## config.mk

```make
export PLATFORM = sky130hd
export DESIGN_NAME = simon_seq_gen
export DESIGN_NICKNAME = d
export VERILOG_FILES = /design/src/rtl/simon_seq_gen.sv
export SDC_FILE = /design/constraint.sdc
export NUM_CORES = 1
export LEC_CHECK = 0
export CORE_UTILIZATION = 50
export DETAILED_ROUTE_END_ITERATION = 6
export GPL_TIMING_DRIVEN = 0
export PLACE_DENSITY = 0.77
export SYNTH_ARGS = -nofsm -noshare
export SYNTH_HDL_FRONTEND = slang
export SYNTH_SLANG_ARGS = --single-unit
```

## constraint.sdc

```tcl
create_clock -name i_clk -period 1.7 [get_ports i_clk]
set_input_delay 0.34 -clock i_clk [delete_from_list [all_inputs] [get_ports i_clk]]
set_output_delay 0.34 -clock i_clk [all_outputs]
set_load 0.02 [all_outputs]
```

## src/rtl/simon_seq_gen.sv

```systemverilog
// Replayable pseudo-random one-hot symbol sequence for the Simon game core.
// Optional build macro SEQ_GEN_FREERUN_EN: the seed LFSR free-runs and randomize is ignored.
module simon_seq_gen #(
  parameter int          NUM_SYMBOLS = 4,
  parameter int          LFSR_W      = 16,
  parameter logic [31:0] SEED_INIT   = 32'hACE1,
  parameter int          MAX_LEN     = 32,
  localparam int         SYM_W       = $clog2(NUM_SYMBOLS),
  localparam int         LEN_W       = $clog2(MAX_LEN)
) (
  input  logic                   i_clk,
  input  logic                   i_rst_n,
  input  logic                   i_randomize,
  input  logic                   i_start_over,
  input  logic                   i_next,
  output logic [NUM_SYMBOLS-1:0] o_seq,
  output logic [LEN_W-1:0]       o_index,
  output logic                   o_last
);

  localparam logic [31:0] TAPS32 = (LFSR_W == 8)  ? 32'h0000_00B8 :
                                   (LFSR_W == 16) ? 32'h0000_B400 :
                                                    32'h8020_0003;
  localparam logic [LFSR_W-1:0] TAPS = TAPS32[LFSR_W-1:0];
  localparam logic [LFSR_W-1:0] SEED = SEED_INIT[LFSR_W-1:0];
  localparam logic [LEN_W-1:0]  LAST_IDX = LEN_W'(MAX_LEN - 1);

  generate
    if (LFSR_W != 8 && LFSR_W != 16 && LFSR_W != 32) begin : g_bad_lfsr_w
      $error("simon_seq_gen: LFSR_W must be 8, 16 or 32");
    end
    if (NUM_SYMBOLS < 2 || NUM_SYMBOLS > 16 ||
        (NUM_SYMBOLS & (NUM_SYMBOLS - 1)) != 0) begin : g_bad_num_symbols
      $error("simon_seq_gen: NUM_SYMBOLS must be a power of two in 2..16");
    end
    if (SEED_INIT[LFSR_W-1:0] == '0) begin : g_bad_seed
      $error("simon_seq_gen: SEED_INIT truncated to LFSR_W must be nonzero");
    end
    if (MAX_LEN < 2) begin : g_bad_max_len
      $error("simon_seq_gen: MAX_LEN must be at least 2");
    end
  endgenerate

  // Galois right-shift step; a nonzero state never maps to zero.
  function automatic logic [LFSR_W-1:0] f_lfsr_step(input logic [LFSR_W-1:0] x);
    return x[0] ? ((x >> 1) ^ TAPS) : (x >> 1);
  endfunction

  logic [LFSR_W-1:0] r_seed;
  logic [LFSR_W-1:0] r_play;
  logic [LEN_W-1:0]  r_idx;
  logic              w_seed_step;
  logic              w_last;

`ifdef SEQ_GEN_FREERUN_EN
  assign w_seed_step = 1'b1;
  logic w_unused_randomize;
  assign w_unused_randomize = i_randomize;
`else
  assign w_seed_step = i_randomize;
`endif

  assign w_last = (r_idx == LAST_IDX);

  always_ff @(posedge i_clk or negedge i_rst_n) begin
    if (!i_rst_n) begin
      r_seed <= SEED;
    end else if (w_seed_step) begin
      r_seed <= f_lfsr_step(r_seed);
    end
  end

  // start_over samples the seed as it was before any same-edge randomize step.
  always_ff @(posedge i_clk or negedge i_rst_n) begin
    if (!i_rst_n) begin
      r_play <= SEED;
      r_idx  <= '0;
    end else if (i_start_over) begin
      r_play <= r_seed;
      r_idx  <= '0;
    end else if (i_next && !w_last) begin
      r_play <= f_lfsr_step(r_play);
      r_idx  <= r_idx + LEN_W'(1);
    end
  end

  always_comb begin
    o_seq = '0;
    o_seq[r_play[SYM_W-1:0]] = 1'b1;
  end

  assign o_index = r_idx;
  assign o_last  = w_last;

endmodule

```

# Word level (Yosys, flattened, before mapping)
# Cells that the tools add are included.
# Widths: inputs -> output; s select.
op_classes:
  n_shift: 0
  n_eq_ne: 1
  n_bitwise: 2
  mux: 8
  reduce_logical: 4
  n_mul: 0
  n_lt_le_gt_ge: 2
  n_div: 0
  addsub: 1
ops:
  columns: ["op", "count"]
  rows:
  - ["$mux 16", 4]
  - ["$mux 5", 2]
  - ["$not 3->4", 2]
  - ["$add 5x1->5 const B", 1]
  - ["$eq 5x5->1 const B", 1]
  - ["$lt 2x3->1 const B", 1]
  - ["$demux 1 s2", 1]
  - ["$ge 2x1->1 const B", 1]
  - ["$logic_and 1x1->1", 2]
  - ["$reduce_bool 2->1", 1]
  - ["$logic_not 1->1", 1]
  - ["$mux 1", 1]
word_totals:
  output_inout_bits: 10
  latch_bits: 0
  memories: 0
  regBits: 37
  elab_cells: 21
  inputBits: 5
  romBits: 0
  ram_bits: 0

# Logic depth before layout (Yosys ltp)
# Gate-level depths: netlist of run 1.
logic_depth:
  word_depth: 5
  depth_mapped: 8

# Worst setup path after synthesis of run 1
# Ideal clock, no wire load.
synth_path:
  kind: "register to register"
  from: "reg r_idx[0], in the netlist o_index[0]"
  to: "reg r_idx[3], in the netlist o_index[3]"
  n_path_buf: 1
  t_arrival_ns: 1.903
  setup_slack_ns: -0.281
  period_less_slack_ns: 1.981
  stages_incl_launch_ff: 8
  required_ns: 1.622
  cell_sequence: "dfrtp_1 > ha_1 > and3_1 > ha_1 > nand2b_4 > buf_6 > or3_1 > a21oi_1"
synth_between:
  elab_chain_len: 4
  word_cells_on_any_way: 7
  cone_classes: "add/sub: 1; eq/ne: 1; mux: 2; reduce/logical: 3"
synth_lines:
  columns: ["element", "line", "source"]
  rows:
  - ["start: declaration", "51", "logic [LEN_W-1:0] r_idx;"]
  - ["start signal: assignment", "83", "r_idx <= r_idx + LEN_W'(1);"]
  - ["$eq 5x5->1", "63", "assign w_last = (r_idx == LAST_IDX);"]
  - ["net o_last", "18", "output logic o_last"]
  - ["$logic_not 1->1", "81", "end else if (i_next && !w_last) begin"]
  - ["$logic_and 1x1->1", "81", null]
  - ["$reduce_bool 2->1 (no source line)", null, null]
# The timed path passes the listed nets, and every way through them passes these cells. The select of a mux whose other input is x is not followed.
# A chain may end at the register's enable or synchronous reset.

# Worst setup path in the final report of run 1
layout_path:
  from: "reg r_idx[0], in the netlist o_index[0]"
  to: "out o_last"
layout_between:
  elab_chain_len: 1
layout_lines:
  columns: ["element", "line"]
  rows:
  - ["$eq 5x5->1", "63"]
  - ["end: declaration", "18"]
# Every way passes these cells.

==> results of run 1 <==
==> critical path: stages (launching register included) <==
cell and delay [ns]:
dfrtp_2 0.44, ha_4 0.17, and3_4 0.18, ha_4 0.16
buf_6 0.12
==> flip-flops by register name (all words and copies together) (netlist names) <==
name	count
o_index	5
r_play	16
r_seed	16
==> path summary, 6_finish.rpt <==
check,end,slack [ns],cells after the start
setup reg to reg,r_play[12]$_DFFE_PN0P_,0.03,7
setup / recovery,o_last,-0.05,4
max in group asynchronous,o_index[0]$_DFFE_PN0P_,1.11,1
hold reg to reg,r_play[6]$_DFFE_PN1P_,0.48,2
hold / removal,r_seed[14]$_DFFE_PN0P_,0.06,1
min in group i_clk,r_play[6]$_DFFE_PN1P_,0.26,2
==> logic make-up after synthesis <==
family                     Yosys count  synth area share
AOI/OAI and AO/OA                   23            0.0681
xor gates and xnor gates             8            0.0415
adders and majority gates            2            0.0148
buffers and inverters               11            0.0385
DFF                                 37             0.560
muxes                               29             0.181
and+or+nand+nor                     35            0.0956
==> Yosys cell counts <==
cell / n / area share
clkbuf_1: 4 / 0.0089
nor2_1: 6 / 0.013
ha_1: 2 / 0.015
buf_2: 4 / 0.012
o21ai_1: 3 / 0.0089
and2_1: 1 / 0.0037
xnor2_1: 4 / 0.021
mux2_2: 13 / 0.087
o21ai_0: 14 / 0.041
or3_1: 1 / 0.0037
nor2b_1: 3 / 0.011
dfstp_2: 16 / 0.25
xor2_1: 4 / 0.021
nand2b_4: 1 / 0.0081
mux2i_1: 16 / 0.095
nand2_1: 20 / 0.044
buf_4: 1 / 0.0044
dfrtp_1: 21 / 0.31
a21oi_1: 6 / 0.018
buf_6: 2 / 0.013
nand3_1: 1 / 0.0030
nand3b_1: 1 / 0.0044
and3_1: 1 / 0.0037
==> per-layer routing <==
layer  track usage  share of wire  up-vias  routed length (um)
met2         0.308           0.49       24                1390
met3        0.0584          0.041        3                 117
met4        0.0698          0.010        0                  29
met5             0              0        -                   0
li1              -              -      537                   -
met1         0.246           0.46      541                1310
==> power groups by stage <==
| stage | combinational, mW | sequential, mW | clock (mW) |
|---|---|---|---|
| floorplan | 0.626 | 1.53 | 0 |
| global placement | 0.802 | 1.58 | 0 |
| detailed placement | 0.823 | 1.61 | 0 |
| CTS | 0.829 | 1.60 | 0.455 |
| global route | 0.941 | 1.65 | 0.492 |
| finish | 0.835 | 1.60 | 0.437 |
==> through the flow <==
stage | instances | total power, mW | util | worst slack [ns] | instance area, um2
2_1_floorplan | 145 | 2.16 | - | -0.0323 | 1720
3_3_place_gp | 201 | 2.39 | 0.606 | -0.515 | 1900
3_5_place_dp | 201 | 2.43 | 0.605 | -0.105 | 1890
4_1_cts | 212 | 2.88 | 0.636 | -0.0623 | 1990
5_1_grt | 214 | 3.09 | 0.639 | -0.105 | 2000
6_report | 214 | 2.87 | 0.639 | -0.0522 | 2000
==> repair_timing <==
action                     CTS  global route
pin swaps                    0             1
gates resized for setup     20            12
gates cloned                 1             0
setup endpoints to repair   16             9
buffers inserted             4             2
==> layout make-up <==
type                       count  area, um2
fill                         268       1130
sequential                    37        948
buffer                         9       52.6
multi-input combinational     97        716
timing repair buffer          19        176
clock buffer                   6       41.3
tap                           44       55.1
clock inverter                 2       10.0
==> flow_summary.yaml, run 1 <==
detailed_routing:
  drcViolationCount: 0
  drt_first_pass_iters: 4
  drt-initial-drc-count: 45
  final_antenna_net_count: 0
  via_count: 1105
  via_per_inst: 5.16
  wire_per_inst_um: 13.3
  routed_wl_mm: 2.84
status:
  violations: "setup timing"
  status: "complete, but fails checks"
timing:
  fin_setup_tns_ns: -0.0522
  skew_ns: 0.00724
  maxSlewHeadroom: 0.488
  finalHoldViolCount: 0
  timing.final.crit_share: 1.03
  fmax_ghz: 0.571
  layout_min_cycle_time_ns: 1.75
  hold_ws_ns: 0.0642
  rsz0062_at_grt: "yes"
  max_slew.worst_pin.slew_ns: 0.767
  slew_viol_final: 0
  setup_viol: 1
  fin_ws_ns: -0.0522
clocking:
  h-tree-depth: 2
  root_buffer: "clkbuf_4"
  cts_tree: "built"
  clk_path_buf_depth: 2
  cts.sinks: 37
  cts_made_buffers: 5
  clk_pin_slew_ns: 0.11
  cts_hold_buf: 0
  insertion_delay_ns: 0.34
floorplanning:
  core_mm2: 0.00313
  pin_count: 15
  initial_utilization: 0.540
  die_x_um: 60.1
  dieArea_mm2: 0.00361
  die_h_um: 60.1
  num_rows: 20
job:
  maxCapViolCount: 0
global_routing:
  overflow: 0
  grtUsageTotal: 0.193
  grt_max_degree: 38
  grt_pass1_wl_mm: 4.95
  grt_pass1_vias: 1098
  grt_antenna_before_repair: 0
critical_path:
  crit_arrival_ns: 1.41
  startpoint: "o_index[0]$_DFFE_PN0P_"
  path_max_fanout: 4
  cp_data_required_time_ns: 1.36
  crit_type: "reg2out"
  end_kind: "output pin"
  r2r_start: "o_index[0]$_DFFE_PN0P_"
  start_kind: "register"
final_layout:
  layout_commonest_cell: "nand2_1"
  syn2layout_area_growth_pct: 18.4
  diodes: 0
  layout_common_cells: "nand2_1 (20), dfrtp_1 (19), dfstp_2 (16)"
  fin_nets: 176
  drive_gt1_frac: 0.353
logic_synthesis:
  synth_cell_types: 23
  synth_seq_area_share: 0.560
  syn_nets: 152
  synth_seq_cells: 37
  synth_area_mm2: 0.00169
  syn_inst: 145
  postSynthAreaPerCell_um2: 11.6
  ys_warn_count: 0
power_and_ir_drop:
  p_int_mw: 1.95
  switching_power_mw: 0.918
  irDropWorstVdd_mv: 0.861
  seq_power_share: 0.557
  clockPowerShare: 0.152
  p_leak_nw: 0.883
  power_per_cell_area_mw_per_mm2: 1430
  swShare: 0.320
  power_frac_comb: 0.291
placement:
  place_congestion: 0.712
  portBuffers: 12
min_path:
  hold_class: "in2async"
Power figures use the tool's default switching activity.
==> run 2, diff against run 1 <==
Settings changed: CORE_UTILIZATION 50 to 53, CTS_BUF_LIST set to sky130_fd_sc_hd__clkbuf_8, PLACE_DENSITY 0.77 to 0.81, SETUP_SLACK_MARGIN set to 0.3.
==> run 2 against run 1 <==
Final cell count grew 0.93%. Clock power grew 40%. Count of clock-buffer cells in the layout is the same. Final area grew 5.4%. Flip-flop and latch count is the same. The flow still finishes with violations (setup timing). Hold slack gained 0.063 ns. First-iteration DRC count grew 4.4%. Die area shrank 5.5%. Total power grew 9.2%.
==> flow_summary.yaml, run 2 (same netlist as run 1, synthesis figures left out) <==
timing:
  fin_ws_ns: -0.00985
  skew_ns: 0.00797
  max_slew.worst_pin.slew_ns: 0.773
  finalHoldViolCount: 0
  timing.final.crit_share: 1.01
  maxSlewHeadroom: 0.485
  setup_viol: 2
  rsz0062_at_grt: "yes"
  fin_setup_tns_ns: -0.0185
  fmax_ghz: 0.585
  layout_min_cycle_time_ns: 1.71
  hold_ws_ns: 0.127
  slew_viol_final: 0
power_and_ir_drop:
  clockPowerShare: 0.196
  seq_power_share: 0.508
  switching_power_mw: 0.958
  total_power_mw: 3.13
  p_leak_nw: 0.922
  p_int_mw: 2.17
  power_frac_comb: 0.296
  power_per_cell_area_mw_per_mm2: 1490
  swShare: 0.306
  irDropWorstVdd_mv: 0.901
status:
  status: "complete, but fails checks"
  violations: "setup timing"
clocking:
  h-tree-depth: 2
  cts.sinks: 37
  cts_made_buffers: 5
  clk_pin_slew_ns: 0.07
  insertion_delay_ns: 0.28
  cts_tree: "built"
  root_buffer: "clkbuf_8"
  clk_path_buf_depth: 2
critical_path:
  critical-path-max-stage-delay_ns: 0.43
  r2r_setup_slack_ns: -0.01
  r2r_cells: 7
  path_cells: "ha_4, and3_4, ha_4, nand2b_4, buf_6, or3_1, a21oi_1"
  path_max_fanout: 4
  cpMostUsedCell: "ha_4"
  crit_type: "reg2reg"
  cp_num_cells: 7
  cp_num_buf_inv: 1
  cp_data_required_time_ns: 1.91
  critPathTopFamily: "simple AND/OR/NAND/NOR gates"
  start_kind: "register"
  end_kind: "register"
  crit_arrival_ns: 1.92
  critical_path.slowest_cell: "dfrtp_2"
  timing.rr.end: "o_index[3]$_DFFE_PN0P_"
  r2r_start: "o_index[1]$_DFFE_PN0P_"
floorplanning:
  core_mm2: 0.00303
  pin_count: 15
  die_x_um: 58.5
  initial_utilization: 0.558
  dieArea_mm2: 0.00342
  die_h_um: 58.5
  num_rows: 20
placement:
  post-place-cells: 201
  pre_cts_ws_ns: -0.103
  portBuffers: 12
  place_congestion: 0.787
  dp_hpwl_mm: 1.97
detailed_routing:
  drt-initial-drc-count: 47
  final_antenna_net_count: 0
  routed_wl_mm: 2.97
  drcViolationCount: 0
  via_per_inst: 5.10
  via_count: 1102
  drt_first_pass_iters: 4
  wire_per_inst_um: 13.7
global_routing:
  grt_antenna_before_repair: 0
  grt_max_degree: 38
  grt_pass1_vias: 1169
  grt_pass1_wl_mm: 5.10
  grtUsageTotal: 0.207
  overflow: 0
final_layout:
  fin_nets: 178
  drive_gt1_frac: 0.430
  layout_common_cells: "nand2_1 (18), dfrtp_1 (18), o21ai_1 (17)"
  syn2layout_area_growth_pct: 24.8
  diodes: 0
  fillers: 227
  fin_cells: 216
job:
  maxCapViolCount: 0
min_path:
  hold_class: "in2async"
-- run 2: changes by cell type in the layout (fill, tap and decap cells not counted), sizes merged --
cell / before / now
clkinvlp: 0 / 1
clkinv: 2 / 0
dlygate4sd2: 7 / 0
clkdlybuf4s15: 1 / 3
inv: 0 / 1
buf: 15 / 22
-- run 2: power by group through the flow --
stage | Combinational [mW] | Clock [mW] | Sequential, mW
after floorplan | 0.644 | 0 | 1.53
after global placement | 0.820 | 0 | 1.58
after detailed placement | 0.855 | 0 | 1.60
after global routing | 1.04 | 0.667 | 1.64
after CTS | 0.902 | 0.633 | 1.59
final | 0.928 | 0.613 | 1.59
-- run 2: layout make-up --
type,instances,area [um2],area share
timing repair buffer,19,179,0.0849
clock buffer,6,82.6,0.0392
buffer,11,78.8,0.0374
clock inverter,2,11.3,0.00534
sequential,37,950,0.450
tap,44,55.1,0.0261
multi-input combinational,97,752,0.357
-- run 2: through the flow --
step	util	instance area (um2)
floorplan	-	1720
global placement	0.626	1900
detailed placement	0.625	1890
CTS	0.679	2060
global route	0.696	2110
finish	0.696	2110
-- run 2: how the worst max path moves through the flow --
stage                                      start                      to
after detailed placement  o_index[1]$_DFFE_PN0P_                  o_last
after global placement                   i_rst_n  o_index[0]$_DFFE_PN0P_
after CTS                 o_index[1]$_DFFE_PN0P_  o_index[3]$_DFFE_PN0P_
after global routing      o_index[1]$_DFFE_PN0P_   r_play[4]$_DFFE_PN0P_
after floorplan           o_index[0]$_DFFE_PN0P_  o_index[3]$_DFFE_PN0P_
final                     o_index[1]$_DFFE_PN0P_  o_index[3]$_DFFE_PN0P_
-- run 2: routing by layer --
metal  global-route usage  part of all wire  up-vias
li1                     -                 -      535
met1                0.247              0.44      540
met2                0.351              0.51       21
met3               0.0527             0.036        6
met4                0.102             0.014        0
met5                    0                 0        -
-- run 2: repair_timing --
action                                  CTS  global route
cloned                                    1             0
setup buffers                             4             2
hold buffers                              0             0
endpoints found under the setup margin   31            29
pin swaps                                 4             7
resized for setup                        50            12
-- run 2: worst reg2reg max path, delay by kind of cell, from the launching register on --
kind,cells,cell delay (ns)
and+or+nand+nor,3,0.62
AOI/OAI and AO/OA,1,0.12
buffers and inverters,1,0.13
DFF,1,0.43
adders and majority gates,2,0.34
